### src/rtl/inst_aligner.sv
// Fetch-side instruction realigner.
// Buffers fetched 32-bit words as a circular queue of halfwords and hands one
// aligned instruction (16-bit compressed or 32-bit, possibly straddling a word
// boundary) to the decompressor per handshake. Also tracks the fetch and
// instruction PCs, including halfword-aligned redirects.
module inst_aligner #(
    parameter int                ADDR_W   = 32,
    parameter int                BUF_HW   = 4,
    parameter logic [ADDR_W-1:0] RESET_PC = '0
) (
    input  logic              clk,
    input  logic              rst,
    input  logic              redirect_i,
    input  logic [ADDR_W-1:0] redirect_pc_i,
    output logic [ADDR_W-1:0] fetch_addr_o,
    input  logic              fetch_valid_i,
    output logic              fetch_ready_o,
    input  logic [31:0]       fetch_data_i,
    output logic              inst_valid_o,
    input  logic              inst_ready_i,
    output logic [31:0]       inst_o,
    output logic              compress_o,
    output logic [ADDR_W-1:0] pc_o
);

    localparam int PTR_W = (BUF_HW > 1) ? $clog2(BUF_HW) : 1;
    localparam int CNT_W = $clog2(BUF_HW + 1);

    // Circular-pointer increment; explicit wrap keeps non-power-of-two depths legal.
    function automatic logic [PTR_W-1:0] ptr_inc(input logic [PTR_W-1:0] p);
        if (p == PTR_W'(BUF_HW - 1)) begin
            return '0;
        end else begin
            return p + PTR_W'(1);
        end
    endfunction

    logic [15:0]       buf_q [BUF_HW];
    logic [15:0]       buf_d [BUF_HW];
    logic [PTR_W-1:0]  head_q, head_d;
    logic [PTR_W-1:0]  tail_q, tail_d;
    logic [CNT_W-1:0]  count_q, count_d;
    logic [ADDR_W-1:0] pc_q, pc_d;
    logic [ADDR_W-1:0] fpc_q, fpc_d;
    logic              drop_q, drop_d;

    logic [15:0]       h0_s;
    logic [15:0]       h1_s;
    logic              compress_s;
    logic              inst_valid_s;
    logic              fetch_ready_s;
    logic              fetch_fire_s;
    logic              inst_fire_s;
    logic [CNT_W-1:0]  push_n_s;
    logic [CNT_W-1:0]  pop_n_s;
    logic              unused_pc0_s;

    // Bit 0 of the redirect target is architecturally always zero.
    assign unused_pc0_s = redirect_pc_i[0];

    assign h0_s          = buf_q[head_q];
    assign h1_s          = buf_q[ptr_inc(head_q)];
    assign compress_s    = (h0_s[1:0] != 2'b11);
    // Keep two free slots so a full word can always be pushed.
    assign fetch_ready_s = !redirect_i && (count_q <= CNT_W'(BUF_HW - 2));
    assign fetch_fire_s  = fetch_valid_i && fetch_ready_s;
    assign inst_fire_s   = inst_valid_s && inst_ready_i;

    // Instruction valid: decided by count first so stale buffer contents never matter when empty.
    always_comb begin
        inst_valid_s = 1'b0;
        if (redirect_i) begin
            inst_valid_s = 1'b0;
        end else if (count_q == CNT_W'(0)) begin
            inst_valid_s = 1'b0;
        end else if (compress_s) begin
            inst_valid_s = 1'b1;
        end else begin
            inst_valid_s = (count_q >= CNT_W'(2));
        end
    end

    // Next-state for buffer, pointers, PCs and drop flag; redirect overrides both handshakes.
    always_comb begin
        buf_d    = buf_q;
        head_d   = head_q;
        tail_d   = tail_q;
        count_d  = count_q;
        pc_d     = pc_q;
        fpc_d    = fpc_q;
        drop_d   = drop_q;
        push_n_s = '0;
        pop_n_s  = '0;
        if (redirect_i) begin
            count_d = '0;
            head_d  = tail_q;
            pc_d    = {redirect_pc_i[ADDR_W-1:1], 1'b0};
            fpc_d   = {redirect_pc_i[ADDR_W-1:2], 2'b00};
            drop_d  = redirect_pc_i[1];
        end else begin
            if (fetch_fire_s) begin
                if (drop_q) begin
                    // Target PC is the upper halfword of this word; skip the lower one.
                    buf_d[tail_q] = fetch_data_i[31:16];
                    tail_d        = ptr_inc(tail_q);
                    push_n_s      = CNT_W'(1);
                    drop_d        = 1'b0;
                end else begin
                    buf_d[tail_q]          = fetch_data_i[15:0];
                    buf_d[ptr_inc(tail_q)] = fetch_data_i[31:16];
                    tail_d                 = ptr_inc(ptr_inc(tail_q));
                    push_n_s               = CNT_W'(2);
                end
                fpc_d = fpc_q + ADDR_W'(4);
            end else begin
                push_n_s = '0;
            end
            if (inst_fire_s) begin
                if (compress_s) begin
                    head_d  = ptr_inc(head_q);
                    pop_n_s = CNT_W'(1);
                    pc_d    = pc_q + ADDR_W'(2);
                end else begin
                    head_d  = ptr_inc(ptr_inc(head_q));
                    pop_n_s = CNT_W'(2);
                    pc_d    = pc_q + ADDR_W'(4);
                end
            end else begin
                pop_n_s = '0;
            end
            count_d = count_q + push_n_s - pop_n_s;
        end
    end

    // State registers with synchronous reset to the RESET_PC restart state.
    always_ff @(posedge clk) begin
        if (rst) begin
            for (int i = 0; i < BUF_HW; i++) begin
                buf_q[i] <= 16'h0000;
            end
            head_q  <= '0;
            tail_q  <= '0;
            count_q <= '0;
            pc_q    <= {RESET_PC[ADDR_W-1:1], 1'b0};
            fpc_q   <= {RESET_PC[ADDR_W-1:2], 2'b00};
            drop_q  <= RESET_PC[1];
        end else begin
            buf_q   <= buf_d;
            head_q  <= head_d;
            tail_q  <= tail_d;
            count_q <= count_d;
            pc_q    <= pc_d;
            fpc_q   <= fpc_d;
            drop_q  <= drop_d;
        end
    end

    assign fetch_addr_o  = fpc_q;
    assign fetch_ready_o = fetch_ready_s;
    assign inst_valid_o  = inst_valid_s;
    assign inst_o        = compress_s ? {16'h0000, h0_s} : {h1_s, h0_s};
    assign compress_o    = compress_s;
    assign pc_o          = pc_q;

endmodule

### config.mk
export PLATFORM = sky130hd
export DESIGN_NAME = inst_aligner
export DESIGN_NICKNAME = d
export VERILOG_FILES = /design/src/rtl/inst_aligner.sv
export SDC_FILE = /design/constraint.sdc
export NUM_CORES = 1
export LEC_CHECK = 0
export CORE_MARGIN = 2
export CORE_UTILIZATION = 57
export CTS_BUF_LIST = sky130_fd_sc_hd__clkbuf_8 sky130_fd_sc_hd__clkbuf_16
export DETAILED_ROUTE_END_ITERATION = 8
export PLACE_DENSITY_LB_ADDON = 0.1
export SYNTH_ARGS = -nofsm -noshare
export SYNTH_HDL_FRONTEND = slang
export SYNTH_SLANG_ARGS = --single-unit
### constraint.sdc
create_clock -name clk -period 8.8 [get_ports clk]
set_clock_uncertainty 0.15 [all_clocks]
set_input_delay 2.64 -clock clk [delete_from_list [all_inputs] [get_ports clk]]
set_output_delay 2.64 -clock clk [all_outputs]
set_load 0.1 [all_outputs]
Yosys cells after proc, flatten, opt, wreduce, memory -nomap -nowiden --
Cells that the tools add are included.
Cells by class: $add $sub $neg 9, multiply operators 0, divide/modulo/power cells 0, $lt $le $gt $ge 8, equality and inequality tests 5, shift operators 0, muxes and demuxes 45, bitwise operators 5, reduce and logical (&&, ||, !) cells 11
Operator list (count):
- $bwmux W64 | 3
- $mux W32 | 6
- $mux W16 | 6
- $add A32 B3 Y32 const B | 2
- $bmux W16 S2 | 2
- $demux W16 S2 | 2
- $mux W64 | 1
- $add A32 B2 Y32 const B | 1
- $mux W2 | 16
- $ge A3 B3 Y1 const B | 4
- $mux W3 | 4
- $not A2 Y3 | 4
- $add A2 B1 Y2 const B | 4
- $eq A2 B2 Y1 const B | 4
- $lt A3 B1 Y1 const B | 2
- $logic_and A1 B1 Y1 | 5
- $mux W1 | 5
- $reduce_bool A2 Y1 | 2
- $add A3 B3 Y3 | 1
- $ge A3 B2 Y1 const B | 1
- $le A3 B2 Y1 const B | 1
- $logic_not A3 Y1 | 1
- $sub A3 B3 Y3 | 1
- $ne A2 B2 Y1 const B | 1
- other kinds (4) | 4
Word-level totals: flip-flop bits (word level) 136, bits in latches 0, memory bits (writable) 0, bits in read-only memories 0, bits of input ports 69, memories 0

Logic depth before layout (Yosys ltp) --
depth after elaboration 16, depth in mapped cells 13, gate-level depth less buffers 12

Worst setup path after synthesis --
No wires, ideal clock.
kind input -> output, start point input port redirect_i, end point output port inst_valid_o, arrival 4498 ps, setup slack 1512 ps, stages 3, path buffers 2, path through clkbuf_1 -> clkbuf_1 -> a21oi_1
Between the ends: longest elaborated chain between the ends 1
RTL lines:
- from (decl) | line 13 | input logic redirect_i,
- $mux W1 | line 72 | if (redirect_i) begin
- to (decl) | line 19 | output logic inst_valid_o,
Every way passes these cells.

Final worst setup path --
start point register head_q[0], end point output port inst_o[19]
Between the ends: longest elaborated chain between the ends 7
RTL lines:
- from (decl) | line 40 | logic [PTR_W-1:0] head_q, head_d;
- from (signal assigned) | line 141 | head_q <= '0;
- from (signal assigned) | line 149 | head_q <= head_d;
- $add A2 B1 Y2 / $eq A2 B2 Y1 (equally long branches) | line 34, 31
- $mux W2 | line 31 | if (p == PTR_W'(BUF_HW - 1)) begin
- $not A2 Y3 (implied by the code) | line 62 | assign h1_s = buf_q[ptr_inc(head_q)];
- $bmux W16 S2 | line 62
- $mux W16 (implied by the code) (2 in series) | line 62
- $mux W32 (*) | line 161 | assign inst_o = compress_s ? {16'h0000, h0_s} : {h1_s, h0_s};
- to (decl) | line 21 | output logic [31:0] inst_o,
Every way passes the cells marked *; elsewhere a longest branch is shown, timed or not. The select of a mux whose other input is x is not followed.

==> metrics.md <==
| Metric | Value |
|---|---|
| Mapped Area | `roughly 8500 um2` |
| R2R Path End | `count_q[2]$_SDFF_PP0_` |
| Final period util | `0.817` |
| Yosys reg bits | `around 130` |
| Fin cells | `1340` |
| Die width | `around 130 um` |
| Number of global-route vias before repair | `a little over 8000` |
| Setup slack, reg-to-reg | `~4.3 ns` |
| Max_slew headroom | `0.165` |
| Util after Layout | `0.733` |
| Cts hold-fix bufs | `0` |
| R2R cell count | `9` |
| VDD IR max | `between 100 and 150 uV` |
| CP Data Arrival Time | `~4.4 ns` |
| Worst Setup End Kind | `output pin` |
| Synth-to-layout area growth | `25.2%` |
| FFs w/ async S/R, synth | `0` |
| Final Max Tran Viols | `0` |
| CP peak stage delay | `roughly 1.1 ns` |
| Hold depth | `2` |
| Routability cong. | `around 0.90` |
| Port bufs | `about 160` |
| Cell Chain, Critical Path | `ha_1, mux4_2, and2_1, clkdlybuf4s50_1` |
| Final ANT Viol Nets | `0` |
| CP Buf/Inv Count | `1` |
| Total core area | `about 15000 um2` |
| TNS Setup | `0 ns` |
| Placed Cells | `1311` |
| Die area | `roughly 16000 um2` |
| Clk_lat worst skew | `~0.42 ns` |
| Commonest non-fill, non-tap cell in the layout | `clkdlybuf4s50_1` |
| RR Startpoint | `head_q[0]$_SDFFE_PP0P_` |
| Startpoint types | `flop` |
| Pin count of the biggest net entering global routing | `between 80 and 90` |
| Cell row count | `44` |
| Clock Path Buffers | `2` |
| CTS tree | `yes` |
| Wire per inst | `21.0 um` |
| Switching Share | `0.367` |
| Cts bufs inserted | `17` |
| Net Sw Power | `between 0.0007 and 0.0008 W` |
| Final nets | `between 1000 and 1500` |
| Share of the synthesized area in the top cell type | `0.313` |
| Ant. Diodes | `0` |
| Placed wire-length estimate | `roughly 18 mm` |
| Final min period | `around 7.2 ns` |
| Drt total wl | `between 20 and 30 mm` |
| Post-route DRC violation count | `0` |
| Iteration-0 DRC Markers | `about 1200` |
| DR vias | `around 9000` |
| Setup violators final | `0` |
| Synth Flop Type | `dfxtp_1` |
| Cell area power density | `around 180 nW/um2` |
| Sequential element share of the synthesized area | `0.313` |
| Fmax | `around 0.14 GHz` |
| Worst path depth | `4` |
| Reg clk slew, reported paths | `0.05 ns` |
| RSZ-0062 raised after global routing | `false` |
| Post-synth EDFFs | `0` |
| Share of cells above drive strength 1 | `0.0813` |
| Area leader, netlist | `dfxtp_1` |
| First-pass GRT wire length | `approximately 44 mm` |
| Flop pwr share | `0.357` |
| Syn Area/Cell | `8.19 um2` |
| Worst Min Path Start | `buf_q[25]$_SDFFE_PP0P_` |
| Cell variety after synth | `~60` |
| Detail-routed via count per cell | `roughly 6.7` |
| GRT Overall Usage | `0.345` |
| CTS resizes | `0` |
| Gr ovfl total | `0` |
| IO Pins | `roughly 170` |
| Worst Setup Path Type | `reg2out` |
| Root buffer cell | `clkbuf_16` |
| Most frequent cells in the layout | `clkdlybuf4s50_1, nor2_1, dfxtp_1, a211oi_1, a21oi_1` |
| Die height | `~130 um` |
| Total setup buffers inserted after CTS | `0` |
| Internal power | `approximately 0.0012 W` |
| Initial antenna violation count | `0` |
| YS warnings | `0` |
| Status | `complete, no violations` |
| # H-tree levels | `4` |
| Cells after synthesis | `about 1000` |
| Initial Util | `0.586` |
| Hold Path Class | `reg2reg` |
| Cell family with most CP delay | `adder cells` |
| Worst Tran Pin Value | `~1.3 ns` |
| Crit-path max FO | `19` |
| Max-Cap Viols | `0` |
| Leakage | `3.64 nW` |
| # clock sinks | `approximately 130` |
| Ranking of synthesized cells by area | `dfxtp_1, mux4_2, nor2_1` |
| Slowest-stage cell, CP | `ha_1` |
| Clock power frac | `0.343` |
| Worst endpoint required time | `between 6 and 7 ns` |
| Comb power frac | `0.300` |
| First-pass DRT Iterations | `5` |
| Fillcell total | `roughly 1200` |
| Hold Path End | `buf_q[25]$_SDFFE_PP0P_` |
| Hold Vio Cnt, Final | `0` |
stage by stage:
stage	setup WS, ns	power [W]	area (um2)	hold slack (ns)
after floorplan	1.51	0.00112	8520	0.332
after global placement	2.10	0.00127	10100	0.346
after detailed placement	2.09	0.00128	10100	0.353
after CTS	1.66	0.00194	10700	0.361
after global routing	1.48	0.00201	10700	0.386
final	1.61	0.00195	10700	0.361
cells by family (layout without fill, tap and decap cells):
group           Yosys count  after routing  synth area share
simple gates            358            358             0.202
buf+inv                 127            242            0.0609
compound gates          342            342             0.285
mux                      34             34            0.0870
fa+ha+maj                12             12            0.0194
other cells               1              3          0.000441
xor+xnor                 32             32            0.0329
flops                   133            133             0.313
worst reg2reg max path, delay by kind of cell, from the launching register on:
family	cells	cell delay, ns
and+or+nand+nor	3	1.12
DFF	1	1.05
adders and majority gates	2	0.94
muxes	1	0.58
xor gates and xnor gates	2	0.31
buffers and inverters	1	0.21
layout make-up:
type                            count  area (um2)  area share
Inverter                           37         139      0.0130
Timing Repair Buffer              176        1730       0.162
Clock buffer                       21         480      0.0451
Clock inverter                      8        61.3     0.00575
Sequential cell                   133        2660       0.250
Tap cell                          184         230      0.0216
Multi-Input combinational cell    781        5350       0.502
synth_stat cells (all sizes together), types with 15 or more instances:
master	instances
a21boi	19
a211oi	74
nand2	34
a21oi	63
o22ai	20
nor3	17
nand3	43
buf	16
nor2	162
mux4	32
xnor2	26
dfxtp	133
o21a	21
a22oi	49
o21ai	27
clkbuf	74
and2	26
nand4	15
inv	37
power groups by stage:
stage / Clock, W / Combinational (W) / Sequential, W
4_1_cts: 0.000669 / 0.000581 / 0.000694
2_1_floorplan: 0 / 0.000295 / 0.000828
3_3_place_gp: 0 / 0.000571 / 0.000704
3_5_place_dp: 0 / 0.000578 / 0.000706
6_report: 0.000670 / 0.000586 / 0.000696
5_1_grt: 0.000692 / 0.000615 / 0.000702
layer usage:
metal,share of wire,vias up,GRT usage
met5,0,-,0
met4,0.025,0,0.122
met3,0.099,59,0.0697
met2,0.45,521,0.520
met1,0.42,4255,0.493
li1,-,4120,-
sequential cells by signal (all words and copies together) (netlist names):
signal and flops:
buf_q 64, count_q 3, drop_q 1, fetch_addr_o 30
head_q 2, pc_o 31, tail_q 2
how the worst max path moves through the flow:
stage / start / endpoint / slack [ns]
floorplan: redirect_i / inst_valid_o / 1.51
global placement: redirect_i / fetch_ready_o / 2.10
detailed placement: redirect_i / fetch_ready_o / 2.09
CTS: head_q[0]$_SDFFE_PP0P_ / inst_o[19] / 1.66
global route: head_q[0]$_SDFFE_PP0P_ / inst_o[19] / 1.48
finish: head_q[0]$_SDFFE_PP0P_ / inst_o[19] / 1.61
No activity file was read; power rests on OpenSTA's default activity.
